$ cat config.mk
export PLATFORM = sky130hd
export DESIGN_NAME = key_cmd_sched
export DESIGN_NICKNAME = d
export VERILOG_FILES = /design/src/rtl/key_cmd_sched.sv
export SDC_FILE = /design/constraint.sdc
export NUM_CORES = 1
export LEC_CHECK = 0
export ABC_AREA = 1
export ABC_CLOCK_PERIOD_IN_PS = 2400
export CORE_ASPECT_RATIO = 2
export CORE_MARGIN = 2
export CORE_UTILIZATION = 58
export CTS_CLUSTER_DIAMETER = 100
export DETAILED_ROUTE_END_ITERATION = 8
export HOLD_SLACK_MARGIN = 0.03
export PLACE_DENSITY = 0.78
export SYNTH_ARGS = -nofsm -noshare
export SYNTH_HDL_FRONTEND = slang
export SYNTH_SLANG_ARGS = --single-unit
$ cat constraint.sdc
create_clock -name clk -period 2.4 [get_ports clk]
set_input_delay 0.72 -clock clk [delete_from_list [all_inputs] [get_ports clk]]
set_output_delay 0.72 -clock clk [all_outputs]
set_load 0.1 [all_outputs]
$ cat src/rtl/key_cmd_sched.sv
`default_nettype none
// ============================================================================
// key_cmd_sched -- latches key presses, queues them and issues paced commands.
// Define KEY_CMD_SCHED_FIXED_PRIO_EN for fixed priority arbitration. Rev 1.0
// ============================================================================
module key_cmd_sched #(
  parameter int GAP_CYCLES = 25_000_000,
  parameter int FIFO_DEPTH = 4
) (
  input  logic                        clk,
  input  logic                        reset,
  input  logic                        req_add,
  input  logic                        req_sub,
  input  logic                        req_shl,
  input  logic                        req_shr,
  input  logic                        cmd_ready,
  output logic                        cmd_valid,
  output logic [1:0]                  cmd_code,
  output logic                        key_add,
  output logic                        key_sub,
  output logic                        key_shift_left,
  output logic                        key_shift_right,
  output logic [$clog2(FIFO_DEPTH):0] fifo_count,
  output logic                        overflow
);

  localparam int AW = $clog2(FIFO_DEPTH);
  localparam int CW = AW + 1;
  localparam int GW = (GAP_CYCLES > 1) ? $clog2(GAP_CYCLES) : 1;
  localparam logic [GW-1:0] GAP_LAST   = GW'((GAP_CYCLES > 0) ? GAP_CYCLES - 1 : 0);
  localparam logic [CW-1:0] FULL_COUNT = CW'(FIFO_DEPTH);

  typedef enum logic [1:0] {
    S_IDLE  = 2'd0,
    S_ISSUE = 2'd1,
    S_GAP   = 2'd2
  } state_t;

  logic [3:0]    req_vec;
  logic [3:0]    pending;
  logic [3:0]    grant;
  logic [1:0]    grant_idx;
  logic          found;
  logic          can_push;
  logic          push;
  logic          pop;
  logic          full;
  logic          empty;
  logic          handshake;

  logic [1:0]    mem [FIFO_DEPTH];
  logic [AW-1:0] wr_ptr;
  logic [AW-1:0] rd_ptr;
  logic [CW-1:0] count;

  state_t        state;
  state_t        state_next;
  logic [GW-1:0] gap_cnt;
  logic [GW-1:0] gap_next;
  logic          valid_next;
  logic [1:0]    code_next;

  assign req_vec  = {req_shr, req_shl, req_sub, req_add};
  assign full     = (count == FULL_COUNT);
  assign empty    = (count == '0);
  assign pop      = (state == S_IDLE) && !empty;
  // A pop on the same edge frees the slot, so a full FIFO still accepts a push.
  assign can_push = !full || pop;
  assign push     = found && can_push;
  assign grant    = push ? (4'b0001 << grant_idx) : 4'b0000;

`ifdef KEY_CMD_SCHED_FIXED_PRIO_EN
  always_comb begin
    found     = 1'b0;
    grant_idx = 2'd0;
    for (int k = 0; k < 4; k++) begin
      if (!found && pending[k]) begin
        found     = 1'b1;
        grant_idx = 2'(k);
      end
    end
  end
`else
  logic [1:0] rr_ptr;

  always_comb begin
    found     = 1'b0;
    grant_idx = 2'd0;
    for (int k = 0; k < 4; k++) begin
      if (!found && pending[rr_ptr + 2'(k)]) begin
        found     = 1'b1;
        grant_idx = rr_ptr + 2'(k);
      end
    end
  end

  always_ff @(posedge clk) begin
    if (reset) begin
      rr_ptr <= 2'd0;
    end else if (push) begin
      rr_ptr <= grant_idx + 2'd1;
    end
  end
`endif

  always_ff @(posedge clk) begin
    if (reset) begin
      pending  <= 4'b0000;
      overflow <= 1'b0;
    end else begin
      pending  <= (pending & ~grant) | (req_vec & ~pending);
      overflow <= overflow | (|(req_vec & pending));
    end
  end

  always_ff @(posedge clk) begin
    if (push) begin
      mem[wr_ptr] <= grant_idx;
    end
  end

  always_ff @(posedge clk) begin
    if (reset) begin
      wr_ptr <= '0;
      rd_ptr <= '0;
      count  <= '0;
    end else begin
      if (push) begin
        wr_ptr <= wr_ptr + AW'(1);
      end
      if (pop) begin
        rd_ptr <= rd_ptr + AW'(1);
      end
      count <= count + CW'(push) - CW'(pop);
    end
  end

  always_comb begin
    state_next = state;
    gap_next   = gap_cnt;
    valid_next = cmd_valid;
    code_next  = cmd_code;
    case (state)
      S_IDLE: begin
        if (!empty) begin
          state_next = S_ISSUE;
          valid_next = 1'b1;
          code_next  = mem[rd_ptr];
        end
      end
      S_ISSUE: begin
        if (cmd_ready) begin
          valid_next = 1'b0;
          gap_next   = '0;
          state_next = (GAP_CYCLES == 0) ? S_IDLE : S_GAP;
        end
      end
      S_GAP: begin
        if (gap_cnt == GAP_LAST) begin
          state_next = S_IDLE;
        end else begin
          gap_next = gap_cnt + GW'(1);
        end
      end
      default: state_next = S_IDLE;
    endcase
  end

  always_ff @(posedge clk) begin
    if (reset) begin
      state     <= S_IDLE;
      gap_cnt   <= '0;
      cmd_valid <= 1'b0;
      cmd_code  <= 2'd0;
    end else begin
      state     <= state_next;
      gap_cnt   <= gap_next;
      cmd_valid <= valid_next;
      cmd_code  <= code_next;
    end
  end

  // Pulses are suppressed while reset is held so a queued command never leaks out.
  assign handshake       = cmd_valid && cmd_ready && !reset;
  assign key_add         = handshake && (cmd_code == 2'd0);
  assign key_sub         = handshake && (cmd_code == 2'd1);
  assign key_shift_left  = handshake && (cmd_code == 2'd2);
  assign key_shift_right = handshake && (cmd_code == 2'd3);
  assign fifo_count      = count;

endmodule
`default_nettype wire

Word-level counts from Yosys, hierarchy flattened
Memories as Yosys holds them, arrays and structs flattened. A register that Yosys moved wholly into a read port is not among the register bits. Cells that the tools add are included.

Register bits: 42. Memory bits (writable): 8. Input bits: 7. Output and inout port bits: 11. Logic and storage cells: 100. Memories: 1.

Memories: mem (words 4, width 2, rd ports 1, clocked after Yosys merged registers in 1, write ports 1, RTL line 51) `logic [1:0] mem [FIFO_DEPTH];`.

$add $sub $neg: 9. Order comparisons: 4. Eq/ne operators: 11. Shifts and indexed selects: 1. Mux-type cells: 29. Bitwise operators: 8. Reductions and logical operators: 28.

Operators by type and width (count): $mux 25 (2); $pmux 25 s2 (1); $add 25x1->25 const B (1); $eq 25x25->1 const B (1); $mux 2 (7); $and 4x4->4 (3); $lt 2x3->1 const B (4); $mux 1 (12); $logic_and 1x1->1 (11); $reduce_and 3->1 (3); $add 2x1->2 const B (4); $bmux 1 s2 (4); $ne 2x2->1 const B (4); $not 4->4 (2); $eq 2x2->1 const B (3); $logic_not 1->1 (6); $pmux 2 s3 (1); $add 2x2->2 const B (2); $eq 2x1->1 const B (2); $logic_not 2->1 (2); $mux 4 (1); $or 4x4->4 (1); $reduce_bool 2->1 (2); $reduce_or 4->1 (1); 10 further kinds (10).

Logic depth before layout (Yosys ltp)
Word-level depth: 17. Gate-level depth with buffers: 17. Gate-level depth less buffers: 16.

Worst setup path after synthesis
Ideal clock, no wire load.

Path kind: flip-flop to output port. From: register cmd_valid. To: output key_add. Arrival: 3301 ps. Setup slack: -1621 ps. Stages on the path, launching flop included: 3. Path buffers: 0. Cell sequence: dfxtp_1 nand3_1 nor3_1.

Longest elaborated chain between the ends: 3.

RTL lines: start, declared (RTL line 17) `output logic cmd_valid,`; start signal, assigned (RTL line 178) `cmd_valid <= valid_next;`; $logic_and 1x1->1 (2 in series) (RTL line 184) `assign handshake = cmd_valid && cmd_ready && !reset;`; $logic_and 1x1->1 (RTL line 185) `assign key_add = handshake && (cmd_code == 2'd0);`; end, declared (RTL line 19) `output logic key_add,`.

No other way between the ends.

Worst setup path after layout
From: input reset. To: output key_add.

Longest elaborated chain between the ends: 3.

RTL lines: start, declared (RTL line 11) `input logic reset,`; $logic_not 1->1 (RTL line 184); $logic_and 1x1->1 (RTL line 184); $logic_and 1x1->1 (RTL line 185).

No other way between the ends.

==> impl_results.md <==
- Logic depth of the worst register-to-register path: 15
- Max-capacitance violation count: 0
- Synthesis-to-layout area growth: 14.0%
- Hold Path End: pending[0]$_SDFF_PP0_
- Top cells by area in the synthesized netlist: sky130_fd_sc_hd__dfxtp_1 (28%), sky130_fd_sc_hd__nand2_1 (13%), sky130_fd_sc_hd__nor2_1 (11%)
- Critical Path Start Type: input port
- Wire length after detailed routing: 7480 um
- Post-route setup TNS: 0 ns
- Number of clock sinks: 52
- Multi-input combinational cell area: 1850 um2
- Number of design-rule violations left by the first detailed-router iteration: 113
- Mean number of vias per cell: 5.28
- Fin area: 3650 um2
- Congestion Overflow GR: 0
- Final hold vios: 0
- Worst slew margin relative to its limit: 69.3%
- Maximum vdd drop: 1.42 mV
- Total nets after synthesis: 493
- First-pass DRT Iterations: 4
- Setup violation total in the final timing report: 0
- Reg-to-reg critical path endpoint: fifo_count[2]$_SDFF_PP0_
- Synthesized-area fraction occupied by xor and xnor cells: 3.25%
- TritonCTS clock tree: built
- Area share of the leading cell type in the synthesized netlist: 27.5%
- Placed instance area: 3540 um2
- Type of destination of the critical path: output pin
- Run status: complete, no violations
- WP data required: 1.68 ns
- Later-pin clock latency in the skew report: 0.33 ns
- All-Layer GR Usage: 26.5%
- Std cell rows: 38
- Sequential cell area in the final layout: 1130 um2
- Tightest Pin Transition: 0.458 ns
- R2r setup slk: 0.22 ns
- Max Clock Skew: 0.0119 ns
- Y dimension of the die: 109 um
- Post-synthesis instance total: 475
- Netlist area before placement: 3200 um2
- Post-synthesis sequential area ratio: 35.0%
- Die Outline Area: 6160 um2
- Largest net degree at the start of global routing: 31
- Avg WL per Cell: 13.4 um
- Class of the tightest hold or removal check: reg2reg
- Final net count: 516
- Multiplexer fraction of the synthesized cell area: 0%
- Crit Path Category: in2out
- Ports: 18
- CTS Root Cell: sky130_fd_sc_hd__clkbuf_8
- Setup repair after global routing missed its margin: no
- Simple-gate share of the synthesized area: 38.3%
- Number of synthesized register bits: 52
- Static Leak: 0.00151 uW
- Via count of the first global-routing pass: 2923
- Layout cells sized above 1: 14.8%
- CTS clk-pin slew, worst paths: 0.09 ns
- Dominant combinational cell family by area after synthesis: simple AND/OR/NAND/NOR gates
- First-pass GRT wire length: 12500 um
- Most used DFF post-synth: sky130_fd_sc_hd__dfxtp_1
- Gpl congestion: 0.906
- Total of buffers placed on input and output ports: 17
- Count of cells along the worst hold path: 3
- Initial standard-cell utilization of the core: 59.5%
- Core area: 5370 um2
- Deepest clock path buffer count: 2
- Antenna cell count: 0
- Worst endpoint data arrival time: 1.62 ns
- Hpwl dp: 5830 um
- Synthesis warning total: 0
- Total clock buffers created by CTS: 5
- Final number of max-transition violations: 0
- Smallest hold slack: 0.510 ns
- Antenna violations before repair: 0
- H-tree lvl count: 2
- Distinct cell type count after synthesis: 35
- Worst min-delay path startpoint: pending[0]$_SDFF_PP0_
- Pwr/cell area: 1040 nW/um2
- Largest fanout on the critical path: 4
- Floorplan die width: 56.5 um
- Hold Buf Count CTS: 0
- Area share of fa/ha/maj cells after synthesis: 4.54%
- Fraction of the mapped netlist area in compound gates: 9.82%
- Fillers: 509
- Post-route ant nets: 0
- Via count of the routed design: 2953
- Cell type with the largest total area after synthesis: sky130_fd_sc_hd__dfxtp_1
- Fmax: 428 MHz
- Share of the cycle needed by the critical path after routing: 97.3%
- Post-Syn Area per Cell: 6.74 um2
- Post-Route Utilization: 67.9%
- Critical R2R Launch: rr_ptr[0]$_SDFFE_PP0P_
- Number of enable-type register cells in the synthesized netlist: 8
- Cell with the most instances after synthesis: sky130_fd_sc_hd__nand2_1
- Synth cell count leaders: sky130_fd_sc_hd__nand2_1 (115), sky130_fd_sc_hd__nor2_1 (94), sky130_fd_sc_hd__inv_1 (56)
- Synth async-reset ratio: 0%
- Number of DRC violations after detailed routing: 0
- Minimum clock period after layout: 2.34 ns
-- worst max path at each step --
stage                                 from                       end  slack [ns]
global route        rr_ptr[0]$_SDFFE_PP0P_  fifo_count[2]$_SDFF_PP0_        0.02
detailed placement                   reset                   key_add       -0.20
global placement                     reset                   key_add       -0.16
finish                               reset                   key_add        0.06
floorplan                            reset                   key_add       -0.10
CTS                                  reset                   key_add        0.06
-- repair_timing --
item	in CTS	in global routing
cloned	0	0
endpoints found under the setup margin	5	2
pin swaps	2	0
resized for setup	3	3
setup buffers	1	0
endpoints found under the hold margin	0	0
-- worst max-delay path, cell delays in order --
cell and delay (ns):
sky130_fd_sc_hd__dlygate4sd2_1 0.27, sky130_fd_sc_hd__clkinvlp_4 0.10, sky130_fd_sc_hd__nand3_4 0.13, sky130_fd_sc_hd__nor3_4 0.18, sky130_fd_sc_hd__buf_12 0.20
-- sequential cells by signal, indices dropped and copies added (netlist names) --
name,flops
wr_ptr,2
gap_cnt,25
mem,8
state,2
rd_ptr,2
cmd_valid,1
overflow,1
pending,4
cmd_code,2
rr_ptr,2
fifo_count,3
-- layer usage --
| layer | global-route usage, % | share of wire (%) | wire length, um |
|---|---|---|---|
| met5 | 0 | 0 | 0 |
| met4 | 18.4 | 5.5 | 413 |
| met3 | 4.27 | 2.6 | 192 |
| met2 | 51.8 | 57 | 4270 |
| met1 | 23.6 | 35 | 2600 |
-- cells by family after synthesis --
group	count (synthesis)
and+or+nand+nor	279
xor gates and xnor gates	11
AOI/OAI and AO/OA	53
DFF	52
buffers and inverters	69
adders and majority gates	11
-- layout make-up --
| type | count | area share [%] |
|---|---|---|
| sequential | 52 | 31.0 |
| multi-input combinational | 354 | 50.6 |
| inverter | 59 | 6.17 |
| timing repair buffer | 26 | 7.41 |
| tap | 60 | 2.06 |
| clock inverter | 1 | 0.137 |
| clock buffer | 7 | 2.67 |
-- report_power, final --
group	leakage (uW)	total [uW]	internal [uW]	switching, uW
registers	0.000436	1300	1130	174
logic	0.00102	1890	548	1350
clock network	0.0000534	579	268	311
total	0.00151	3780	1950	1830
-- through the flow --
stage / setup slack, ns / instances / power, uW
floorplan: -0.104 / 475 / 2770
global placement: -0.158 / 550 / 3160
detailed placement: -0.197 / 550 / 3230
CTS: 0.0589 / 559 / 3790
global route: 0.0182 / 559 / 4030
finish: 0.0643 / 559 / 3780
-- cells in the final DEF (no fill, tap or decap), types with 2 or more instances in the layout --
| master | n |
|---|---|
| sky130_fd_sc_hd__nor3_4 | 4 |
| sky130_fd_sc_hd__xnor2_1 | 4 |
| sky130_fd_sc_hd__nor2_4 | 2 |
| sky130_fd_sc_hd__o21ai_0 | 11 |
| sky130_fd_sc_hd__inv_1 | 54 |
| sky130_fd_sc_hd__nand3_4 | 3 |
| sky130_fd_sc_hd__dfxtp_2 | 4 |
| sky130_fd_sc_hd__nand2_2 | 14 |
| sky130_fd_sc_hd__clkbuf_8 | 5 |
| sky130_fd_sc_hd__nor3_1 | 2 |
| sky130_fd_sc_hd__buf_4 | 15 |
| sky130_fd_sc_hd__inv_2 | 4 |
| sky130_fd_sc_hd__nand2_1 | 115 |
| sky130_fd_sc_hd__a31oi_1 | 2 |
| sky130_fd_sc_hd__nor2_1 | 94 |
| sky130_fd_sc_hd__nand3b_1 | 3 |
| sky130_fd_sc_hd__dlygate4sd2_1 | 2 |
| sky130_fd_sc_hd__clkdlybuf4s50_1 | 4 |
| sky130_fd_sc_hd__nand3_1 | 35 |
| sky130_fd_sc_hd__edfxtp_1 | 8 |
| sky130_fd_sc_hd__buf_12 | 5 |
| sky130_fd_sc_hd__a21oi_1 | 21 |
| sky130_fd_sc_hd__a21oi_2 | 9 |
| sky130_fd_sc_hd__nand4_1 | 3 |
| sky130_fd_sc_hd__xor2_1 | 6 |
| sky130_fd_sc_hd__o21ai_1 | 8 |
| sky130_fd_sc_hd__dfxtp_1 | 39 |
| sky130_fd_sc_hd__ha_1 | 10 |
Note: power is estimated with default switching activity, not from simulation.
